<file path="src/rtl/bit_serializer.sv">
// Parallel-to-serial stage: accepts WIDTH-bit words over valid/ready and shifts them out
// MSB-first on x, one bit per clock, with zero-gap back-to-back reload.
// Optional feature macro: SER_PARITY_EN appends an even-parity bit after each word's LSB.
module bit_serializer #(
   parameter int unsigned WIDTH      = 8,
   parameter logic        IDLE_LEVEL = 1'b0
) (
   input  logic             clk,
   input  logic             rst_n,
   input  logic [WIDTH-1:0] din,
   input  logic             din_valid,
   output logic             din_ready,
   output logic             x,
   output logic             x_valid,
   output logic             busy,
   output logic             word_done
);

   localparam int unsigned      CNT_W    = $clog2(WIDTH);
   localparam logic [CNT_W-1:0] CNT_LAST = CNT_W'(WIDTH - 1);

   typedef enum logic [1:0] {
      StIdle,
      StShift
`ifdef SER_PARITY_EN
      ,
      StPar
`endif
   } state_e;

   state_e           state_q, state_d;
   logic [WIDTH-1:0] shift_q, shift_d;
   logic [CNT_W-1:0] cnt_q, cnt_d;
   logic             x_q, x_d;
   logic             x_valid_q, x_valid_d;
   logic             busy_q, busy_d;
   logic             word_done_q, word_done_d;
   logic             xfer;
`ifdef SER_PARITY_EN
   logic             par_q, par_d;
`endif

   // Ready only while idle or during the final bit period of the current word.
`ifdef SER_PARITY_EN
   assign din_ready = (state_q == StIdle) || (state_q == StPar);
`else
   assign din_ready = (state_q == StIdle) || ((state_q == StShift) && (cnt_q == '0));
`endif

   assign xfer = din_valid && din_ready;

   // Next-state and next-output logic; a transfer overrides whatever the state decided.
   always_comb begin
      state_d     = state_q;
      shift_d     = shift_q;
      cnt_d       = cnt_q;
      x_d         = IDLE_LEVEL;
      x_valid_d   = 1'b0;
      busy_d      = 1'b0;
      word_done_d = 1'b0;
`ifdef SER_PARITY_EN
      par_d       = par_q;
`endif

      unique case (state_q)
         StIdle: begin
            state_d = StIdle;
         end
         StShift: begin
            if (cnt_q != '0) begin
               shift_d   = shift_q << 1;
               cnt_d     = cnt_q - 1'b1;
               x_d       = shift_q[WIDTH-2];
               x_valid_d = 1'b1;
               busy_d    = 1'b1;
`ifndef SER_PARITY_EN
               // Next cycle shows the LSB, which is the word's last bit.
               word_done_d = (cnt_q == CNT_W'(1));
`endif
            end else begin
`ifdef SER_PARITY_EN
               state_d     = StPar;
               x_d         = par_q;
               x_valid_d   = 1'b1;
               busy_d      = 1'b1;
               word_done_d = 1'b1;
`else
               state_d = StIdle;
`endif
            end
         end
`ifdef SER_PARITY_EN
         StPar: begin
            state_d = StIdle;
         end
`endif
         default: begin
            state_d = StIdle;
         end
      endcase

      // Load a new word; x shows its MSB from the next cycle on.
      if (xfer) begin
         state_d     = StShift;
         shift_d     = din;
         cnt_d       = CNT_LAST;
         x_d         = din[WIDTH-1];
         x_valid_d   = 1'b1;
         busy_d      = 1'b1;
         word_done_d = 1'b0;
`ifdef SER_PARITY_EN
         par_d       = ^din;
`endif
      end
   end

   // State, datapath and registered outputs.
   always_ff @(posedge clk or negedge rst_n) begin
      if (!rst_n) begin
         state_q     <= StIdle;
         shift_q     <= '0;
         cnt_q       <= '0;
         x_q         <= IDLE_LEVEL;
         x_valid_q   <= 1'b0;
         busy_q      <= 1'b0;
         word_done_q <= 1'b0;
`ifdef SER_PARITY_EN
         par_q       <= 1'b0;
`endif
      end else begin
         state_q     <= state_d;
         shift_q     <= shift_d;
         cnt_q       <= cnt_d;
         x_q         <= x_d;
         x_valid_q   <= x_valid_d;
         busy_q      <= busy_d;
         word_done_q <= word_done_d;
`ifdef SER_PARITY_EN
         par_q       <= par_d;
`endif
      end
   end

   assign x         = x_q;
   assign x_valid   = x_valid_q;
   assign busy      = busy_q;
   assign word_done = word_done_q;

endmodule

</file>
<file path="config.mk">
export PLATFORM = sky130hd
export DESIGN_NAME = bit_serializer
export DESIGN_NICKNAME = d
export VERILOG_FILES = /design/src/rtl/bit_serializer.sv
export SDC_FILE = /design/constraint.sdc
export NUM_CORES = 1
export LEC_CHECK = 0
export ABC_AREA = 1
export CAP_MARGIN = 20
export CORE_MARGIN = 4
export CORE_UTILIZATION = 32
export CTS_CLUSTER_SIZE = 12
export DETAILED_ROUTE_END_ITERATION = 12
export PLACE_DENSITY = 0.6
export SETUP_SLACK_MARGIN = 0.2
export SYNTH_ARGS = -nofsm -noshare
export SYNTH_HDL_FRONTEND = slang
export SYNTH_SLANG_ARGS = --single-unit
export TNS_END_PERCENT = 20
</file>
<file path="constraint.sdc">
create_clock -name clk -period 2 [get_ports clk]
set_input_delay 0.6 -clock clk [delete_from_list [all_inputs] [get_ports clk]]
set_output_delay 0.6 -clock clk [all_outputs]
set_load 0.03 [all_outputs]
</file>
==> run_results.csv, run 1 <==
group,metric,value,unit
timing,rsz0062_at_grt,"yes",
worst_hold_path,worstHoldStart,"shift_q[6]",
routing,final_antenna_net_count,0,
synthesis,ys_top_cells_by_area,"dfrtp_1, nand3_1, nand2_1, ha_1, buf_4",
timing,fin_skew,2.608,ps
final_layout,layout.nets,108,
power,cell_internal_pwr,0.7071,mW
setup_path,crit_type,"reg2out",
placed_design,gp_congestion,0.6968,
synthesis,yosys_warnings,0,
routing,drt_wl_total,1.314,mm
power,power-per-cell-area,1344,mW/mm^2
clocking,clock_sinks,14,
final_layout,antenna_cells,0,
synthesis,synth_area,661.9,um^2
final_layout,regArea,350.3,um^2
die,start_util,0.3374,
synthesis,synth_edf_count,0,
clocking,clk_pin_slew,80,ps
setup_path,r2r_cells,7,
status,outcome,"completed",
synthesis,syn_area_per_cell,8.825,um^2
clocking,cts_tree,"yes",
synthesis,synthTopCellsByCount,"nand3_1, nand2_1, dfrtp_1, inv_1, buf_4",
synthesis,synth_cell_types,11,
clocking,postCtsHoldBufs,0,
placed_design,placed_area,824.5,um^2
synthesis,yosysTopAreaCell,"dfrtp_1",
routing,routed_via_density,4.353,
global_route,grt_first_pass_wirelength,2.090,mm
setup_path,startpoint_type,"flop",
setup_path,cp_slowest_cell,"clkdlybuf4s50_1",
setup_path,crit_path_end_kind,"output pin",
global_route,grt_pass1_vias,474,
synthesis,ys_ff_latch,14,
synthesis,synthSimpleGateAreaFrac,0.3062,
setup_path,cpPeakStageDelay,670,ps
clocking,cts_root_buffer,"clkbuf_4",
final_layout,drive_gt1_frac,0.1630,
clocking,clk_path_buf_depth,2,
die,rows,16,
power,seq_power_share,0.372,
die,ioPinCount,16,
setup_path,cp_max_fo,1,
final_layout,fin_area,884.6,um^2
setup_path,r2r_start,"cnt_q[0]",
global_route,grt_max_degree,22,
timing,post-route-period-util,0.9365,
placed_design,post-dp-hpwl,886.2,um
timing,final-hold-violation-count,0,
synthesis,synth_top_cell_area_share,0.5293,
clocking,cts_buffers,3,
placed_design,placement.io_buffers,15,
die,design.core.area,0.001962,mm^2
flow_run,maxCapViolations,0,
timing,setup_viol,0,
synthesis,synth_xor_area_frac,0,
synthesis,synth_top_family_by_area,"simple AND/OR/NAND/NOR gates",
timing,slew_violations,0,
setup_path,r2r_end,"cnt_q[1]",
timing,tightest_slew,403.6,ps
synthesis,synthCells,75,
synthesis,synth_compound_area_frac,0,
clocking,worstSkewPairLatency,270,ps
routing,drt-wirelength-per-cell,11.04,um
final_layout,fill_cells,214,
synthesis,seq_area_frac_synth,0.5293,
die,die_h,53.48,um
routing,drtIter0Drc,6,
synthesis,syn_nets,89,
synthesis,synthAdderAreaFrac,0.05671,
final_layout,multiInputGateArea,265.3,um^2
synthesis,yosysMostFrequentCell,"nand3_1",
power,cellLeakagePower,0.4321,nW
worst_hold_path,min_to,"x",
synthesis,synth.mux.area_fraction,0,
global_route,antenna_found_initial,0,
power,ir_drop,0.5313,mV
synthesis,synthArstFlopShare,1.000,
power,power_frac_clock,0.129,
global_route,track_usage,0.1011,
routing,drc_errors,0,
global_route,gr-total-overflow,0,
timing,fin_tns_setup,0,ps
worst_hold_path,hp-class,"reg2reg",
routing,first_pass_iters,4,
synthesis,synth_ff_type,"dfrtp_1",
timing,fmax,533.9,MHz
power,power_switching,0.4821,mW
timing,min_period,1873,ps
setup_path,crit_chain,"clkdlybuf4s50_1",
final_layout,area_growth,33.65,%
power,pwr-share-comb,0.499,
setup_path,ff2ff_setup_slack,630,ps
routing,via_count,518,
die,die_w,53.48,um
setup_path,crit_family,"buffers and inverters",
setup_path,crit_arrival,1270,ps
setup_path,cp_num_buf_inv,1,
timing,slew_headroom,0.7306,
clocking,htree_levels,1,
setup_path,required,1400,ps
power,swShare,0.4054,
worst_hold_path,hold_depth,2,
die,dieArea,0.002860,mm^2
[registers in the layout (all words and copies together), names as in the netlist]
name	count
busy	1
cnt_q	3
shift_q	7
state_q	1
word_done	1
x	1
[cell type report]
type,instances,area share
sequential,14,0.3960
multi-input combinational,48,0.2999
timing repair buffer,19,0.2065
tap,27,0.03819
inverter,8,0.03395
clock buffer,3,0.02546
[metal layers]
layer | track usage | share of wire | vias to the layer above | wire, um
met2 | 0.1673 | 0.50 | 11 | 651
met4 | 0.05106 | 0.013 | 0 | 17
li1 | - | - | 274 | -
met3 | 0.01690 | 0.030 | 2 | 40
met1 | 0.1241 | 0.46 | 231 | 605
met5 | 0 | 0 | - | 0
[cell families after synthesis]
| kind of cell | Yosys count |
|---|---|
| buffers and inverters | 13 |
| and+or+nand+nor | 45 |
| adders and majority gates | 3 |
| DFF | 14 |
[metrics by stage]
step / instances / setup WS (ps) / hold WS [ps] / utilization / power [mW]
CTS: 119 / 100.3 / 501.7 / 0.4445 / 1.176
global route: 119 / 80.36 / 528.6 / 0.4509 / 1.305
global placement: 115 / 328.4 / 462.2 / 0.4203 / 0.9566
floorplan: 75 / 323.0 / 304.4 / - / 0.8250
finish: 119 / 126.9 / 495.3 / 0.4509 / 1.189
detailed placement: 115 / 298.8 / 476.8 / 0.4203 / 0.9716
[power by group through the flow]
stage	sequential [mW]	clock, mW	combinational [mW]
after global routing	0.453	0.173	0.679
after CTS	0.440	0.163	0.574
after floorplan	0.480	0	0.345
final	0.442	0.154	0.593
after global placement	0.442	0	0.515
after detailed placement	0.447	0	0.524
[worst max-delay path by stage]
stage / startpoint / slack [ps] / cells after the start / end
finish: x / 130 / 1 / x
global route: cnt_q[1] / 80 / 6 / din_ready
CTS: cnt_q[0] / 100 / 6 / din_ready
detailed placement: cnt_q[0] / 300 / 6 / din_ready
global placement: cnt_q[0] / 330 / 6 / din_ready
floorplan: cnt_q[0] / 320 / 6 / din_ready
[layout by cell type (no fill, tap or decap)]
cell type        count
buf_4                4
buf_6                1
clkbuf_4             3
clkdlybuf4s50_1     12
dfrtp_1             14
dlygate4sd2_1        1
dlymetal6s2s_1       1
ha_1                 1
ha_4                 2
inv_1                5
inv_2                3
nand2_1             19
nand2_2              1
nand3_1             23
nor2_1               1
nor2_2               1
[timing repair]
| action | CTS | global route |
|---|---|---|
| buffers inserted | 1 | 0 |
| resized for setup | 6 | 3 |
| pin swaps | 0 | 1 |
| setup endpoints to repair | 5 | 4 |
(Power assumes the default switching activity.)
==> inputs of run 2 (changes only) <==
--- a/config.mk
+++ b/config.mk
@@ -11,7 +11,7 @@
 export CORE_UTILIZATION = 32
 export CTS_CLUSTER_SIZE = 12
 export DETAILED_ROUTE_END_ITERATION = 12
-export PLACE_DENSITY = 0.6
+export PLACE_DENSITY = 0.63
 export SETUP_SLACK_MARGIN = 0.2
 export SYNTH_ARGS = -nofsm -noshare
 export SYNTH_HDL_FRONTEND = slang
==> run 2 against run 1 <==
Net effect: wire length is 5.1% lower; maximum frequency rose by 0.72%; sequential cell count unchanged; final cell count is 1.7% higher; register-to-register slack worse by 270 ps; critical path type unchanged.
==> run_results.csv, run 2 (synthesized netlist as in run 1, its figures left out) <==
group,metric,value,unit
setup_path,crit_family,"buffers and inverters",
final_layout,fill_cells,206,
setup_path,startpoint_type,"flop",
die,rows,16,
setup_path,cp_slowest_cell,"clkdlybuf4s50_1",
timing,fmax,537.7,MHz
routing,drt-wirelength-per-cell,10.31,um
timing,rsz0062_at_grt,"yes",
final_layout,max_flop_register,"shift_q",
global_route,grt-busiest-layer,"met2",
die,start_util,0.3374,
worst_hold_path,hp-class,"reg2reg",
setup_path,crit_type,"reg2out",
timing,fin_skew,2.670,ps
clocking,clk_pin_slew,80,ps
timing,slew_violations,0,
routing,drtIter0Drc,6,
worst_hold_path,hold_depth,2,
final_layout,antenna_cells,0,
setup_path,cp_num_buf_inv,1,
routing,final_antenna_net_count,0,
placed_design,post-dp-hpwl,821,um
clocking,worstSkewPairLatency,270,ps
die,dieArea,0.002860,mm^2
power,power_frac_clock,0.130,
power,seq_power_share,0.371,
timing,min_period,1860,ps
setup_path,required,1400,ps
routing,drc_errors,0,
status,outcome,"completed",
worst_hold_path,worstHoldStart,"shift_q[4]",
timing,slew_headroom,0.7514,
setup_path,crit_cells,1,
setup_path,cpPeakStageDelay,660,ps
routing,routed_via_density,4.413,
power,swShare,0.3995,
timing,post-route-period-util,0.9299,
global_route,track_usage,0.09865,
global_route,antenna_found_initial,0,
power,cell_internal_pwr,0.7100,mW
placed_design,pre_cts_slack,322.4,ps
setup_path,cp_max_fo,1,
power,power_switching,0.4723,mW
clocking,cts_tree,"yes",
final_layout,layout_common_cells,"nand3_1, nand2_1, dfrtp_1, clkdlybuf4s50_1, buf_4",
die,die_w,53.48,um
placed_design,placement.io_buffers,15,
global_route,grt_first_pass_wirelength,2.007,mm
routing,drt_wl_total,1.247,mm
global_route,use_met3,0.05070,
global_route,grt_max_degree,22,
timing,setup_viol,0,
power,cellLeakagePower,0.4413,nW
timing,finalWorstSetupSlack,140.2,ps
clocking,clk_path_buf_depth,2,
die,design.core.area,0.001962,mm^2
global_route,grtUsageMet2,0.1510,
global_route,grt.met1_usage,0.1205,
final_layout,drive_gt1_frac,0.1915,
setup_path,crit_path_end_kind,"output pin",
setup_path,crit_arrival,1260,ps
clocking,cts_buffers,3,
routing,via_count,534,
clocking,cts_root_buffer,"clkbuf_4",
setup_path,r2r_start,"cnt_q[0]",
clocking,htree_levels,1,
timing,final-hold-violation-count,0,
power,pwr-share-comb,0.500,
setup_path,cp-startpoint,"x",
final_layout,area_growth,34.40,%
die,die_h,53.48,um
placed_design,gp_congestion,0.7792,
final_layout,final_common_cell,"nand3_1",
final_layout,layout.nets,110,
power,ir_drop,0.7307,mV
die,ioPinCount,16,
setup_path,crit_chain,"clkdlybuf4s50_1",
power,power-per-cell-area,1329,mW/mm^2
setup_path,r2r_cells,9,
global_route,gr-total-overflow,0,
global_route,grt_pass1_vias,469,
final_layout,top_regs,"shift_q x7, cnt_q x3",
timing,tightest_slew,372.6,ps
timing,fin_tns_setup,0,ps
clocking,clock_sinks,14,
routing,first_pass_iters,4,
final_layout,largest_reg_flops,7,
flow_run,maxCapViolations,0,
run 2: repair_timing:
action / 4_1_cts / 5_1_grt
setup endpoints to repair: 5 / 4
hold buffers: 0 / 0
resized for setup: 3 / 6
setup buffers: 2 / 1
run 2: worst register-to-register path: stages (launching register included):
cell and delay (ps):
dfrtp_1 360, inv_2 40, ha_2 190, ha_4 160, buf_4 120, buf_4 120
nor2_2 320, nand2_1 90, nand2_1 90, inv_1 40
run 2: power groups by stage:
stage | clock network (mW) | logic [mW] | registers (mW)
2_1_floorplan | 0 | 0.345 | 0.480
3_3_place_gp | 0 | 0.512 | 0.442
3_5_place_dp | 0 | 0.519 | 0.443
4_1_cts | 0.161 | 0.553 | 0.434
5_1_grt | 0.172 | 0.675 | 0.454
6_report | 0.153 | 0.591 | 0.438
run 2: routing by layer:
layer	wire (um)	share of wire	vias up
met5	0	0	-
met4	0	0	0
met3	84	0.067	0
met2	570	0.46	13
met1	592	0.47	242
li1	-	-	279
run 2: area by class of cell:
class                   count  area [um^2]  share of cell area
repair buffers             21        197.7              0.2222
well taps                  27        33.78             0.03797
multi-input cells          48        255.2              0.2869
clock buffers               3        22.52             0.02532
inverters                   8        30.03             0.03376
flip-flops and latches     14        350.3              0.3938
run 2: through the flow:
stage	instance area [um^2]	utilization	hold WS, ps	cells	total power, mW
after CTS	867.1	0.4420	498.9	120	1.148
after global placement	824.5	0.4203	477.3	115	0.9536
final	889.6	0.4534	493.1	121	1.182
after detailed placement	824.5	0.4203	479.3	115	0.9618
after floorplan	661.9	-	304.4	75	0.8250
after global routing	889.6	0.4534	539.9	121	1.301
run 2: final timing paths:
kind | slack [ps] | end
setup / recovery | 140 | x
hold / removal | 490 | shift_q[5]
setup reg to reg | 360 | cnt_q[2]
hold reg to reg | 490 | shift_q[5]
max in group asynchronous | 1210 | shift_q[3]
min in group asynchronous | 620 | busy
==> inputs of run 3 (changes only) <==
--- a/config.mk
+++ b/config.mk
@@ -9,7 +9,7 @@
 export CAP_MARGIN = 20
 export CORE_MARGIN = 4
 export CORE_UTILIZATION = 32
-export CTS_CLUSTER_SIZE = 12
+export CTS_CLUSTER_SIZE = 40
 export DETAILED_ROUTE_END_ITERATION = 12
 export PLACE_DENSITY = 0.63
 export SETUP_SLACK_MARGIN = 0.2
==> constraint.sdc (replaced) <==
create_clock -name clk -period 2.2 [get_ports clk]
set_input_delay 0.66 -clock clk [delete_from_list [all_inputs] [get_ports clk]]
set_output_delay 0.66 -clock clk [all_outputs]
set_load 0.03 [all_outputs]
==> run 3 against run 2 <==
Net effect: clock-buffer cell count grew 1; clock skew is essentially flat; die area is the same; sequential cell count is the same; clock power grew 20%; non-clock buffer count shrank 4; combinational power shrank 9.6%; highest routed layer is now met4.
==> run_results.csv, run 3 (synthesized netlist as in run 1, its figures left out) <==
group,metric,value,unit
power,cellLeakagePower,0.4313,nW
clocking,cts_buffers,3,
clocking,worstSkewPairLatency,270,ps
global_route,antenna_found_initial,0,
final_layout,fin_cells,118,
die,dieArea,0.002860,mm^2
final_layout,drive_gt1_frac,0.1429,
setup_path,crit_chain,"clkdlybuf4s50_1",
setup_path,crit_arrival,1280,ps
setup_path,cp_slowest_cell,"clkdlybuf4s50_1",
timing,fin_tns_setup,0,ps
worst_hold_path,min_to,"x",
die,ioPinCount,16,
routing,routed_via_density,4.500,
setup_path,ff2ff_setup_slack,780,ps
setup_path,cp-startpoint,"busy",
die,rows,16,
clocking,cts_tree,"yes",
setup_path,required,1540,ps
routing,drt-wirelength-per-cell,11.19,um
die,die_w,53.48,um
final_layout,fill_cells,201,
final_layout,max_flop_register,"shift_q",
power,power_frac_clock,0.165,
final_layout,layout_common_cells,"nand3_1, nand2_1, dfrtp_1, clkdlybuf4s50_1, inv_1",
setup_path,crit_path_end_kind,"output pin",
worst_hold_path,hold_depth,2,
setup_path,crit_type,"reg2out",
power,pwr-share-comb,0.479,
flow_run,maxCapViolations,0,
setup_path,cp_num_buf_inv,1,
power,cell_internal_pwr,0.6767,mW
die,design.core.area,0.001962,mm^2
clocking,clk_path_buf_depth,2,
status,outcome,"completed",
global_route,grt_first_pass_wirelength,2.097,mm
worst_hold_path,worstHoldStart,"shift_q[6]",
final_layout,area_growth,33.27,%
timing,rsz0062_at_grt,"yes",
setup_path,r2r_cells,9,
routing,drtIter0Drc,9,
timing,final-hold-violation-count,0,
timing,fin_skew,2.929,ps
routing,drt_wl_total,1.320,mm
timing,setup_viol,0,
setup_path,crit_family,"buffers and inverters",
placed_design,dp_cells,113,
setup_path,cp_max_fo,2,
routing,first_pass_iters,4,
final_layout,layout.nets,106,
setup_path,startpoint_type,"flop",
global_route,grt_pass1_vias,517,
global_route,gr-total-overflow,0,
setup_path,cpPeakStageDelay,670,ps
final_layout,largest_reg_flops,7,
final_layout,top_regs,"shift_q x7, cnt_q x3",
power,seq_power_share,0.356,
placed_design,post-dp-hpwl,930.4,um
routing,final_antenna_net_count,0,
routing,drc_errors,0,
timing,slew_headroom,0.5823,
die,die_h,53.48,um
global_route,grt_max_degree,22,
final_layout,antenna_cells,0,
timing,min_period,1945,ps
clocking,htree_levels,1,
placed_design,placement.io_buffers,15,
placed_design,gp_congestion,0.7079,
timing,post-route-period-util,0.8839,
timing,slew_violations,0,
power,ir_drop,0.4378,mV
routing,via_count,531,
power,power-per-cell-area,1264,mW/mm^2
setup_path,r2r_start,"cnt_q[0]",
power,power_switching,0.4380,mW
clocking,cts_root_buffer,"clkbuf_4",
clocking,clock_sinks,14,
timing,tightest_slew,624.7,ps
clocking,postCtsHoldBufs,0,
die,start_util,0.3374,
setup_path,r2r_end,"cnt_q[0]",
worst_hold_path,hp-class,"reg2reg",
power,swShare,0.3929,
final_layout,final_common_cell,"nand3_1",
global_route,track_usage,0.1041,
timing,fmax,514.3,MHz
clocking,clk_pin_slew,90,ps
[run 3: cell types whose count changed in the layout (fill, tap and decap cells not counted), sizes merged]
cell,before,now
buf,7,3
clkbuf,3,4
clkdlybuf4s50,12,14
dlygate4sd2,1,0
dlymetal6s2s,1,0
[run 3: cell type report]
cell class | count | area (um^2) | share of cell area
Sequential cell | 14 | 350.3 | 0.3972
Multi-Input combinational cell | 48 | 265.3 | 0.3007
Timing Repair Buffer | 17 | 166.4 | 0.1887
Clock buffer | 4 | 36.28 | 0.04113
Tap cell | 27 | 33.78 | 0.03830
Inverter | 8 | 30.03 | 0.03404
[run 3: worst max path at each step]
stage / end / slack [ps] / cells past startpoint
after floorplan: din_ready / 460 / 6
after global placement: shift_q[2] / 430 / 4
after detailed placement: shift_q[1] / 380 / 4
after CTS: din_ready / 200 / 6
after global routing: busy / 190 / 1
final: busy / 260 / 1
[run 3: metal layers]
metal  GRT usage  vias up  share of wire
met5           0        -              0
met4     0.06383        0          0.019
met3     0.02817        2          0.051
met2      0.1653       10           0.48
met1      0.1228      248           0.45
li1            -      271              -
[run 3: stage by stage]
step / hold WS, ps / utilization / cell area, um^2 / setup WS, ps / total power, mW
final: 489.5 / 0.4496 / 882.1 / 255.5 / 1.115
after global routing: 515.3 / 0.4496 / 882.1 / 188.9 / 1.202
after CTS: 488.6 / 0.4394 / 862.1 / 203.6 / 1.093
after detailed placement: 465.9 / 0.4126 / 809.5 / 379.8 / 0.8786
after global placement: 481.3 / 0.4126 / 809.5 / 432.7 / 0.8668
after floorplan: 364.4 / - / 661.9 / 463.0 / 0.7500
[run 3: power groups by stage]
stage	logic, mW	clock network (mW)	registers, mW
2_1_floorplan	0.314	0	0.436
3_5_place_dp	0.474	0	0.405
6_report	0.534	0.184	0.397
5_1_grt	0.594	0.203	0.406
3_3_place_gp	0.463	0	0.404
4_1_cts	0.505	0.189	0.398
[run 3: timing repair]
action,4_1_cts,5_1_grt
gates resized for setup,4,2
endpoints found under the setup margin,1,3
setup buffers,1,0
pin swaps,0,1
hold endpoints to repair,0,0
[run 3: worst register-to-register path, delay by kind of cell (launching register included)]
kind          cells  cell delay [ps]
flops             1              380
buf+inv           3              370
simple gates      4              290
fa+ha+maj         2              270
